==> src/rtl/mem_access_stage_pkg.sv <==
// Shared types for the MEM stage of the 5-stage core.
//   EXE_out_t  : bundle arriving from the EXE stage
//   MEM_out_t  : registered bundle handed to write-back
//   mem_state_t: MEM stage FSM states
//   dmem_req_t : data-memory request fields captured in the hold register
//   F3_*       : load/store func3 encodings
//   acc_size() : maps func3 to an access width (unlisted encodings are words)
package mem_access_stage_pkg;

  typedef struct packed {
    logic [31:0] rs2;
    logic [4:0]  rd;
    logic [31:0] result;
    logic        Wmem;
    logic        Rmem;
    logic        Wreg;
    logic [2:0]  func3;
  } EXE_out_t;

  typedef struct packed {
    logic [4:0]  rd;
    logic [31:0] result;
    logic        Wreg;
    logic        Rmem;
  } MEM_out_t;

  typedef enum logic {IDLE, WAIT} mem_state_t;

  localparam logic [2:0] F3_B  = 3'b000;
  localparam logic [2:0] F3_H  = 3'b001;
  localparam logic [2:0] F3_W  = 3'b010;
  localparam logic [2:0] F3_BU = 3'b100;
  localparam logic [2:0] F3_HU = 3'b101;

  typedef struct packed {
    logic        we;
    logic [31:0] addr;
    logic [3:0]  be;
    logic [31:0] wdata;
  } dmem_req_t;

  typedef enum logic [1:0] {SZ_B, SZ_H, SZ_W} acc_size_t;

  function automatic acc_size_t acc_size(input logic [2:0] f3);
    case (f3)
      F3_B, F3_BU: acc_size = SZ_B;
      F3_H, F3_HU: acc_size = SZ_H;
      F3_W:        acc_size = SZ_W;
      default:     acc_size = SZ_W;
    endcase
  endfunction

endpackage

==> src/rtl/mem_access_stage_lsu_align.sv <==
// lsu_align: combinational lane steering for the data-memory port.
//   func3     in   access type
//   addr_lo   in   byte offset within the word
//   rs2       in   store source register
//   rdata     in   word returned by memory
//   be        out  byte enables
//   wdata     out  store data replicated across lanes
//   load_data out  selected lane, sign/zero-extended to 32 bits
module lsu_align
  import mem_access_stage_pkg::*;
(
  input  logic [2:0]  func3,
  input  logic [1:0]  addr_lo,
  input  logic [31:0] rs2,
  input  logic [31:0] rdata,
  output logic [3:0]  be,
  output logic [31:0] wdata,
  output logic [31:0] load_data
);

  logic [7:0]  byte_v;
  logic [15:0] half_v;

  always_comb begin
    byte_v    = rdata[{addr_lo, 3'b000} +: 8];
    half_v    = addr_lo[1] ? rdata[31:16] : rdata[15:0];
    be        = 4'hF;
    wdata     = rs2;
    load_data = rdata;
    // func3[2] marks the unsigned load variants
    case (acc_size(func3))
      SZ_B: begin
        be        = 4'b0001 << addr_lo;
        wdata     = {4{rs2[7:0]}};
        load_data = func3[2] ? {24'b0, byte_v} : {{24{byte_v[7]}}, byte_v};
      end
      SZ_H: begin
        be        = 4'b0011 << {addr_lo[1], 1'b0};
        wdata     = {2{rs2[15:0]}};
        load_data = func3[2] ? {16'b0, half_v} : {{16{half_v[15]}}, half_v};
      end
      default: ;
    endcase
  end

endmodule

==> src/rtl/mem_access_stage.sv <==
// mem_access_stage: MEM stage. Issues data-memory requests, waits out
// variable latency with an IDLE/WAIT FSM, stalls upstream while waiting,
// formats loads and registers a MEM_out_t for write-back.
// Optional build macro: MEM_MISALIGN_TRAP_EN (trap misaligned H/W accesses).
// Ports:
//   clk, nRst              clock, asynchronous active-low reset
//   in_valid, exe_in       live EXE bundle
//   flush                  kill the instruction at the stage output
//   dmem_req/we/addr/be/wdata, dmem_ack, dmem_rdata   data-memory bus
//   stall_o                hold IF/DEC/EXE
//   mem_out, out_valid     registered write-back bundle
//   err_o                  one-cycle pulse on timeout or misalign trap
module mem_access_stage
  import mem_access_stage_pkg::*;
#(
  parameter int TIMEOUT_CYCLES = 64
) (
  input  logic        clk,
  input  logic        nRst,
  input  logic        in_valid,
  input  EXE_out_t    exe_in,
  input  logic        flush,
  output logic        dmem_req,
  output logic        dmem_we,
  output logic [31:0] dmem_addr,
  output logic [3:0]  dmem_be,
  output logic [31:0] dmem_wdata,
  input  logic        dmem_ack,
  input  logic [31:0] dmem_rdata,
  output logic        stall_o,
  output MEM_out_t    mem_out,
  output logic        out_valid,
  output logic        err_o
);

  localparam int CNT_W = (TIMEOUT_CYCLES > 1) ? $clog2(TIMEOUT_CYCLES) : 1;
  localparam logic [CNT_W-1:0] CNT_LAST = CNT_W'((TIMEOUT_CYCLES > 0) ? TIMEOUT_CYCLES - 1 : 0);
  localparam logic TO_EN = (TIMEOUT_CYCLES != 0);

  mem_state_t       state;
  logic [CNT_W-1:0] to_cnt;
  dmem_req_t        hold_req;
  logic [4:0]       hold_rd;
  logic [31:0]      hold_addr;
  logic [2:0]       hold_f3;
  logic             hold_wreg;
  logic             hold_flush;

  MEM_out_t mem_out_p1;
  logic     vld_p1;
  logic     err_p1;

  logic        is_wait, mem_op, misalign, issue, timeout_hit, kill;
  logic [3:0]  lsu_be;
  logic [31:0] lsu_wdata, lsu_load;
  logic [4:0]  cur_rd;
  logic [31:0] cur_addr;
  logic        cur_we, cur_wreg;
  MEM_out_t    done_out;

  assign is_wait = (state == WAIT);
  assign mem_op  = in_valid & (exe_in.Rmem | exe_in.Wmem);

`ifdef MEM_MISALIGN_TRAP_EN
  always_comb begin
    misalign = 1'b0;
    case (acc_size(exe_in.func3))
      SZ_B:    misalign = 1'b0;
      SZ_H:    misalign = exe_in.result[0];
      default: misalign = |exe_in.result[1:0];
    endcase
  end
`else
  assign misalign = 1'b0;
`endif

  assign issue = mem_op & ~misalign;
  // Fires on the last permitted WAIT cycle so the abandon lands at the same
  // edge the counter would reach TIMEOUT_CYCLES; an ack in that cycle wins.
  assign timeout_hit = is_wait & ~dmem_ack & TO_EN & (to_cnt == CNT_LAST);
  // A flush seen at any point during WAIT is remembered until completion.
  assign kill = flush | (is_wait & hold_flush);

  lsu_align u_lsu (
    .func3     (is_wait ? hold_f3 : exe_in.func3),
    .addr_lo   (is_wait ? hold_addr[1:0] : exe_in.result[1:0]),
    .rs2       (exe_in.rs2),
    .rdata     (dmem_rdata),
    .be        (lsu_be),
    .wdata     (lsu_wdata),
    .load_data (lsu_load)
  );

  always_comb begin
    dmem_req = nRst & (is_wait | issue);
    if (is_wait) begin
      dmem_we    = hold_req.we;
      dmem_addr  = hold_req.addr;
      dmem_be    = hold_req.be;
      dmem_wdata = hold_req.wdata;
    end else begin
      dmem_we    = exe_in.Wmem;
      dmem_addr  = {exe_in.result[31:2], 2'b00};
      dmem_be    = lsu_be;
      dmem_wdata = lsu_wdata;
    end
    stall_o = nRst & ~dmem_ack & (is_wait ? ~timeout_hit : issue);
  end

  always_comb begin
    cur_rd   = is_wait ? hold_rd   : exe_in.rd;
    cur_addr = is_wait ? hold_addr : exe_in.result;
    cur_we   = is_wait ? hold_req.we : exe_in.Wmem;
    cur_wreg = is_wait ? hold_wreg : exe_in.Wreg;
    done_out = '{rd: cur_rd, result: cur_we ? cur_addr : lsu_load,
                 Wreg: cur_wreg & ~cur_we & ~kill, Rmem: ~cur_we};
  end

  // Stage boundary: hold register captured when an access enters WAIT
  always_ff @(posedge clk) begin
    if (!is_wait && issue && !dmem_ack) begin
      hold_req  <= '{we: exe_in.Wmem, addr: {exe_in.result[31:2], 2'b00},
                     be: lsu_be, wdata: lsu_wdata};
      hold_rd   <= exe_in.rd;
      hold_addr <= exe_in.result;
      hold_f3   <= exe_in.func3;
      hold_wreg <= exe_in.Wreg;
    end
  end

  // Stage boundary: FSM, timeout counter and write-back register
  always_ff @(posedge clk or negedge nRst) begin
    if (!nRst) begin
      state      <= IDLE;
      to_cnt     <= '0;
      hold_flush <= 1'b0;
      mem_out_p1 <= '0;
      vld_p1     <= 1'b0;
      err_p1     <= 1'b0;
    end else begin
      err_p1 <= 1'b0;
      case (state)
        IDLE: begin
          if (!in_valid) begin
            vld_p1 <= 1'b0;
          end else if (!mem_op) begin
            mem_out_p1 <= '{rd: exe_in.rd, result: exe_in.result,
                            Wreg: exe_in.Wreg & ~flush, Rmem: 1'b0};
            vld_p1     <= ~flush;
          end else if (misalign) begin
            mem_out_p1 <= '{rd: exe_in.rd, result: exe_in.result,
                            Wreg: 1'b0, Rmem: exe_in.Rmem & ~exe_in.Wmem};
            vld_p1     <= ~flush;
            err_p1     <= 1'b1;
          end else if (dmem_ack) begin
            mem_out_p1 <= done_out;
            vld_p1     <= ~flush;
          end else begin
            vld_p1     <= 1'b0;
            state      <= WAIT;
            to_cnt     <= '0;
            hold_flush <= flush;
          end
        end
        WAIT: begin
          if (dmem_ack) begin
            mem_out_p1 <= done_out;
            vld_p1     <= ~kill;
            state      <= IDLE;
          end else if (timeout_hit) begin
            mem_out_p1 <= '{rd: hold_rd, result: hold_addr, Wreg: 1'b0,
                            Rmem: ~hold_req.we};
            vld_p1     <= ~kill;
            err_p1     <= 1'b1;
            state      <= IDLE;
          end else begin
            vld_p1     <= 1'b0;
            to_cnt     <= to_cnt + 1'b1;
            hold_flush <= hold_flush | flush;
          end
        end
        default: state <= IDLE;
      endcase
    end
  end

  assign mem_out   = mem_out_p1;
  assign out_valid = vld_p1;
  assign err_o     = err_p1;

endmodule

==> config.mk <==
export PLATFORM = sky130hd
export DESIGN_NAME = mem_access_stage
export DESIGN_NICKNAME = d
export VERILOG_FILES = /design/src/rtl/mem_access_stage_pkg.sv /design/src/rtl/mem_access_stage_lsu_align.sv /design/src/rtl/mem_access_stage.sv
export SDC_FILE = /design/constraint.sdc
export NUM_CORES = 1
export LEC_CHECK = 0
export CORE_MARGIN = 1
export CORE_UTILIZATION = 44
export CTS_CLUSTER_SIZE = 40
export DETAILED_ROUTE_END_ITERATION = 8
export GPL_TIMING_DRIVEN = 0
export HOLD_SLACK_MARGIN = 0.15
export PLACE_DENSITY_LB_ADDON = 0.3
export SLEW_MARGIN = 20
export SYNTH_ARGS = -nofsm -noshare
export SYNTH_HDL_FRONTEND = slang
export SYNTH_HIERARCHICAL = 1
export SYNTH_SLANG_ARGS = --single-unit
export TNS_END_PERCENT = 20
==> constraint.sdc <==
create_clock -name clk -period 3 [get_ports clk]
set_input_delay 0.75 -clock clk [delete_from_list [all_inputs] [get_ports clk]]
set_output_delay 0.75 -clock clk [all_outputs]
set_load 0.02 [all_outputs]
After elaboration in Yosys (flattened, before gate mapping)
Cells that the tools add are included.
Cells by class
  $add $sub $neg: 1
  equality and inequality tests: 12
  shifts and indexed selects: 3
  mux-type cells: 51
  bitwise gates (word level): 21
  reductions and logical operators: 10
Operators with widths (number)
  $mux 39: 5
  $mux 32: 6
  $pmux 32 s2: 2
  $pmux 39 s2: 1
  $shiftx 32x6->8: 1
  $mux 6: 5
  $mux 1: 20
  $mux 16: 1
  $pmux 6 s2: 1
  $and 1x1->1: 10
  $ne 2x2->1 const B: 5
  $pmux 1 s2: 4
  $pmux 4 s2: 1
  $not 1->1: 7
  $add 6x1->6 const B: 1
  $eq 3x3->1 const B: 2
  $eq 6x6->1 const B: 1
  $mux 5: 1
  $reduce_and 5->1: 1
  $mux 4: 1
  $or 1x1->1: 4
  $pmux 2 s2: 1
  $reduce_or 2->1: 2
  $shl 1x2->4 const A: 1
  other kinds (12): 14
Storage, ports and cells
  register bits: 157
  bits of input ports: 112
  output and inout port bits: 112
  word-level logic and storage cells: 115

Depth between registers and ports, before layout
Gate-level depths: netlist (run 1).
  word-level depth: 11
  depth in mapped cells: 12
  depth with buffers taken out: 7

By module
The synthesis (run 1) kept the hierarchy.
Modules (own cells, without submodules)
  mem_access_stage: instances 1, cells each 445, area each 6650.1 sq um, sequential area each 3568.4 sq um
  lsu_align: instances 1, cells each 172, area each 1328.8 sq um, sequential area each 0.0 sq um

Worst setup path before layout (run 1)
OpenSTA, ideal clock, no wires.
  path type: register -> output
  start: reg state (netlist: is_wait)
  end: out dmem_wdata[11]
  data arrival time: 2.532 ns
  required time: 2.250 ns
  slack: -0.282 ns
  stages on the path, launching flop included: 11
  path buffers: 6
  path through: dfrtp_1 -> buf_2 -> buf_2 -> buf_4 -> mux2_2 -> buf_6 -> or2_1 -> buf_2 -> buf_6 -> mux2_4 -> mux2_2
On the way
  cells in the longest elaborated chain, start to end: 7
  elaborated cells between the ends (all ways): 12
  classes of those cells: 4 x eq/ne; 4 x mux; 4 x reduce/logical
Ends and longest elaborated chain
  from (decl): RTL line mem_access_stage.sv:40  | mem_state_t state;
  from (signal assigned): RTL line mem_access_stage.sv:134  | state <= IDLE;
  from (signal assigned): RTL line mem_access_stage.sv:160  | state <= WAIT;
  from (signal assigned): RTL line mem_access_stage.sv:169  | state <= IDLE;
  $mux 3 *: RTL line mem_access_stage.sv:85  | .func3 (is_wait ? hold_f3 : exe_in.func3),
  $eq 3x1->1, or another cell as far along: RTL line mem_access_stage_pkg.sv:45  | case (f3)
  $reduce_or 2->1: RTL line mem_access_stage_pkg.sv:45
  $pmux 2 s2 *: RTL line mem_access_stage_pkg.sv:45
  $eq 2x1->1 / $logic_not 2->1 (equally long branches): RTL line mem_access_stage_lsu_align.sv:31  | case (acc_size(func3))
  $pmux 32 s2 *: RTL line mem_access_stage_lsu_align.sv:31
  via lsu_wdata[11]: RTL line mem_access_stage.sv:55  | logic [31:0] lsu_wdata, lsu_load;
  $mux 32 *: RTL line mem_access_stage.sv:96  | if (is_wait) begin
  to (decl): RTL line mem_access_stage.sv:27  | output logic [31:0] dmem_wdata,
The timed path passes the listed nets; every way through them passes the cells marked *.

Worst setup path in the final report (run 1)
Same ends and word-level chain as after synthesis.

==> results of run 1 <==
-- final timing paths --
path | from | endpoint | slack, ps | cells after the start
worst min register to register | mem_out[3] | mem_out[3] | 510 | 1
max in group asynchronous | nRst | is_wait | 2120 | 1
worst max register to register | is_wait | hold_req[29] | -180 | 19
worst max-delay path | is_wait | dmem_wdata[11] | -430 | 9
worst min-delay path | nRst | mem_out[21] | 370 | 1
min in group clk | mem_out[3] | mem_out[3] | 510 | 1
-- state kept, by name (all words and copies together) (netlist names) --
name and cells:
hold_f3 3, hold_flush 1, err_o 1, mem_out 39, to_cnt 6, is_wait 1, hold_addr 32, out_valid 1
hold_rd 5, hold_wreg 1, hold_req 37
-- metrics by stage --
step                      utilization  instance area (um2)
final                           0.655                11400
after global routing            0.655                11400
after CTS                       0.650                11400
after detailed placement        0.605                10600
after global placement          0.602                10500
after floorplan                     -                 8040
-- worst max-delay path, delay by kind of cell (launching register included) --
kind | cells | cell delay (ps)
flops | 1 | 440
mux | 3 | 890
buf+inv | 5 | 680
simple gates | 1 | 240
-- metal layers --
layer	vias up	part of all wire	global-route usage
met5	-	0	0
met4	0	0.026	0.101
met3	48	0.062	0.0685
met2	235	0.49	0.442
met1	3050	0.42	0.321
li1	2843	-	-
-- cell type report --
class | instances | area share
tap | 225 | 0.0246
multi-input combinational | 400 | 0.336
inverter | 5 | 0.00197
sequential | 127 | 0.312
clock inverter | 9 | 0.00536
clock buffer | 23 | 0.0409
buffer | 84 | 0.0659
timing repair buffer | 258 | 0.213
-- timing repair --
item,CTS,global route
pin swaps,3,2
cloned,1,0
buffers inserted,33,1
gates resized for setup,221,40
endpoints found under the setup margin,90,40
-- kinds of logic after synthesis --
group,after synthesis,synth area share
other cells,1,0.000470
buf+inv,91,0.0826
flops,127,0.447
simple gates,76,0.0525
mux,249,0.342
fa+ha+maj,1,0.00157
compound gates,72,0.0740
-- report_power, final --
| group | switching (W) | total, W | internal, W | leakage (nW) |
|---|---|---|---|---|
| registers | 0.000119 | 0.00221 | 0.00209 | 1.31 |
| clock network | 0.000776 | 0.00187 | 0.00110 | 0.262 |
| logic | 0.00115 | 0.00243 | 0.00128 | 3.40 |
-- layout by cell type (no fill, tap or decap), drive strengths merged, types with 5 or more instances in the layout --
cell type / n
mux2i: 114
inv: 6
a221o: 7
nand2: 24
o221ai: 8
dfrtp: 49
nor2b: 19
o21ai: 12
o22ai: 16
edfxtp: 78
nor2: 10
dlygate4sd2: 5
nand3: 6
a22oi: 9
clkinv: 6
clkbuf: 28
mux2: 135
buf: 175
clkdlybuf4s50: 153
==> PnR_summary.wiki, run 1 <==
{| class="wikitable"
! Metric !! Value
|-
| Outcome || finished with violations
|-
| Violated checks || negative setup slack
|-
| Sum Neg Setup Slack || -8170 ps
|-
| Most frequent cell after synthesis || mux2_2
|-
| Filler instances || 1316
|-
| Final weighted congestion of routability-driven global placement || 0.827
|-
| Antenna diode instance count || 0
|-
| Category of the critical setup timing path || flip-flop to output port
|-
| RSZ-0062 raised after global routing || yes
|-
| Post-synth design cell area || about 0.0080 mm2
|-
| Ys async rst share || 0.386
|-
| Mapped Cells || 617
|-
| Number of cells in the finished layout apart from fillers || 1131
|-
| Worst path cell trace || buf_12, buf_12, mux2_4, or2_1, buf_6, buf_12, mux2_4, mux2_4, buf_6
|-
| Cell type contributing the most total cell area after synthesis || edfxtp_1
|-
| Max transition margin || 0.538
|-
| Clock-pin transition on the worst setup and hold timing paths || ~60 ps
|-
| Number of antenna violations at the first check in global routing || 0
|-
| Number of cells in the design after placement || ~1100
|-
| Leakage power figure || 4.97 nW
|-
| Data required time of the critical path || between 2000 and 2500 ps
|-
| Starting DRC count in detailed routing || 254
|-
| Actual slew at the worst max-slew pin || 693 ps
|-
| Post-CTS Hold Buffers || 0
|-
| Sequential area share after synthesis || 0.447
|-
| Share of layout cells above drive strength 1 || 0.407
|-
| Vias in the first global route || 6420
|-
| Max Fclk || 0.292 GHz
|-
| Number of nets in the layout || between 1000 and 1500
|-
| Final setup slack of the worst path || -428 ps
|-
| Post-synthesis sequential element count || 127
|-
| Arrival time reported for the critical path endpoint || 2680 ps
|-
| Slew Viols, Final || 0
|-
| Share of the clock period used by the worst path after layout || 1.14
|-
| Die X-Extent || 137 um
|-
| Yosys top cell area share || 0.294
|-
| DPL Wire Length || ~17 mm
|-
| Type of destination of the critical path || output port
|-
| Largest net degree at the start of global routing || 52
|-
| Stage delay of the slowest cell on the critical path || 440 ps
|-
| Area of the placeable core || 0.0175 mm2
|-
| Final min period || 3430 ps
|-
| Worst slack after detailed placement || -974 ps
|-
| Total congestion overflow || 0
|-
| Unique cell type count in the Yosys netlist || between 50 and 60
|-
| Startpoint types || flip-flop
|-
| Endpoints failing setup || 29
|-
| GRT Total Usage || 0.263
|-
| Max Clock Skew || 6.66 ps
|-
| Storage cell area || 0.00357 mm2
|-
| Worst IR Drop VDD || 0.429 mV
|-
| Pwr per Cell Area || ~570 mW/mm2
|-
| Clk_lat worst skew || 430 ps
|-
| Commonest register cell after synthesis || edfxtp_1
|-
| Main area contributors after synthesis || edfxtp_1 29%, mux2_2 17%, dfrtp_1 15%
|-
| Max clock buf depth || 2
|-
| Area Overhead vs Synth || 43.4%
|-
| # rows || 48
|-
| Hold Crit Class || input port to async pin
|-
| Final Hold Vio Count || 0
|-
| Vias post-DR || 6176
|-
| Total of buffers placed on input and output ports || approximately 220
|-
| Number of H-tree branching levels || 4
|-
| Routed len/inst || ~21 um
|-
| Top post-synthesis cells by count || 118 x mux2_2, 114 x mux2i_1, 78 x edfxtp_1
|-
| Clock buffers created by TritonCTS || 17
|-
| Multi-input combinational cell area || 0.00384 mm2
|-
| IO Count || 224
|-
| CP max FO || 7
|-
| Starting utilization of the core area || 0.457
|-
| Worst hold slack after final layout || 370 ps
|-
| Final routed DRC violation total || 0
|-
| Power, Total || about 0.0065 W
|-
| First-pass GRT wire length || 36.1 mm
|-
| Die outline height || 137 um
|-
| Synthesized area per cell || 12.9 um2
|-
| Synth Warn # || 6
|-
| Via density per instance || 5.46
|-
| Total wirelength of the detailed-routed design || 23.8 mm
|-
| ANT nets after route || 0
|-
| DR pass1 iterations || 4
|-
| Critical-path cell with the highest stage delay || dfrtp_2
|-
| Root Buffer Master || clkbuf_16
|-
| Max_cap viols || 0
|-
| Count of flip-flops with a built-in enable after synthesis || a little under 80
|-
| Clock tree sinks || 127
|-
| Area of the die || between 0.015 and 0.02 mm2
|-
| Clock tree from TritonCTS || built
|}
No activity file was read; power rests on OpenSTA's default activity.
==> run 2: changes to the inputs <==
CAP_MARGIN = 20   (was not set)
==> results of run 2 <==
The final DEF is identical to that of run 1; final timing and power are the same.
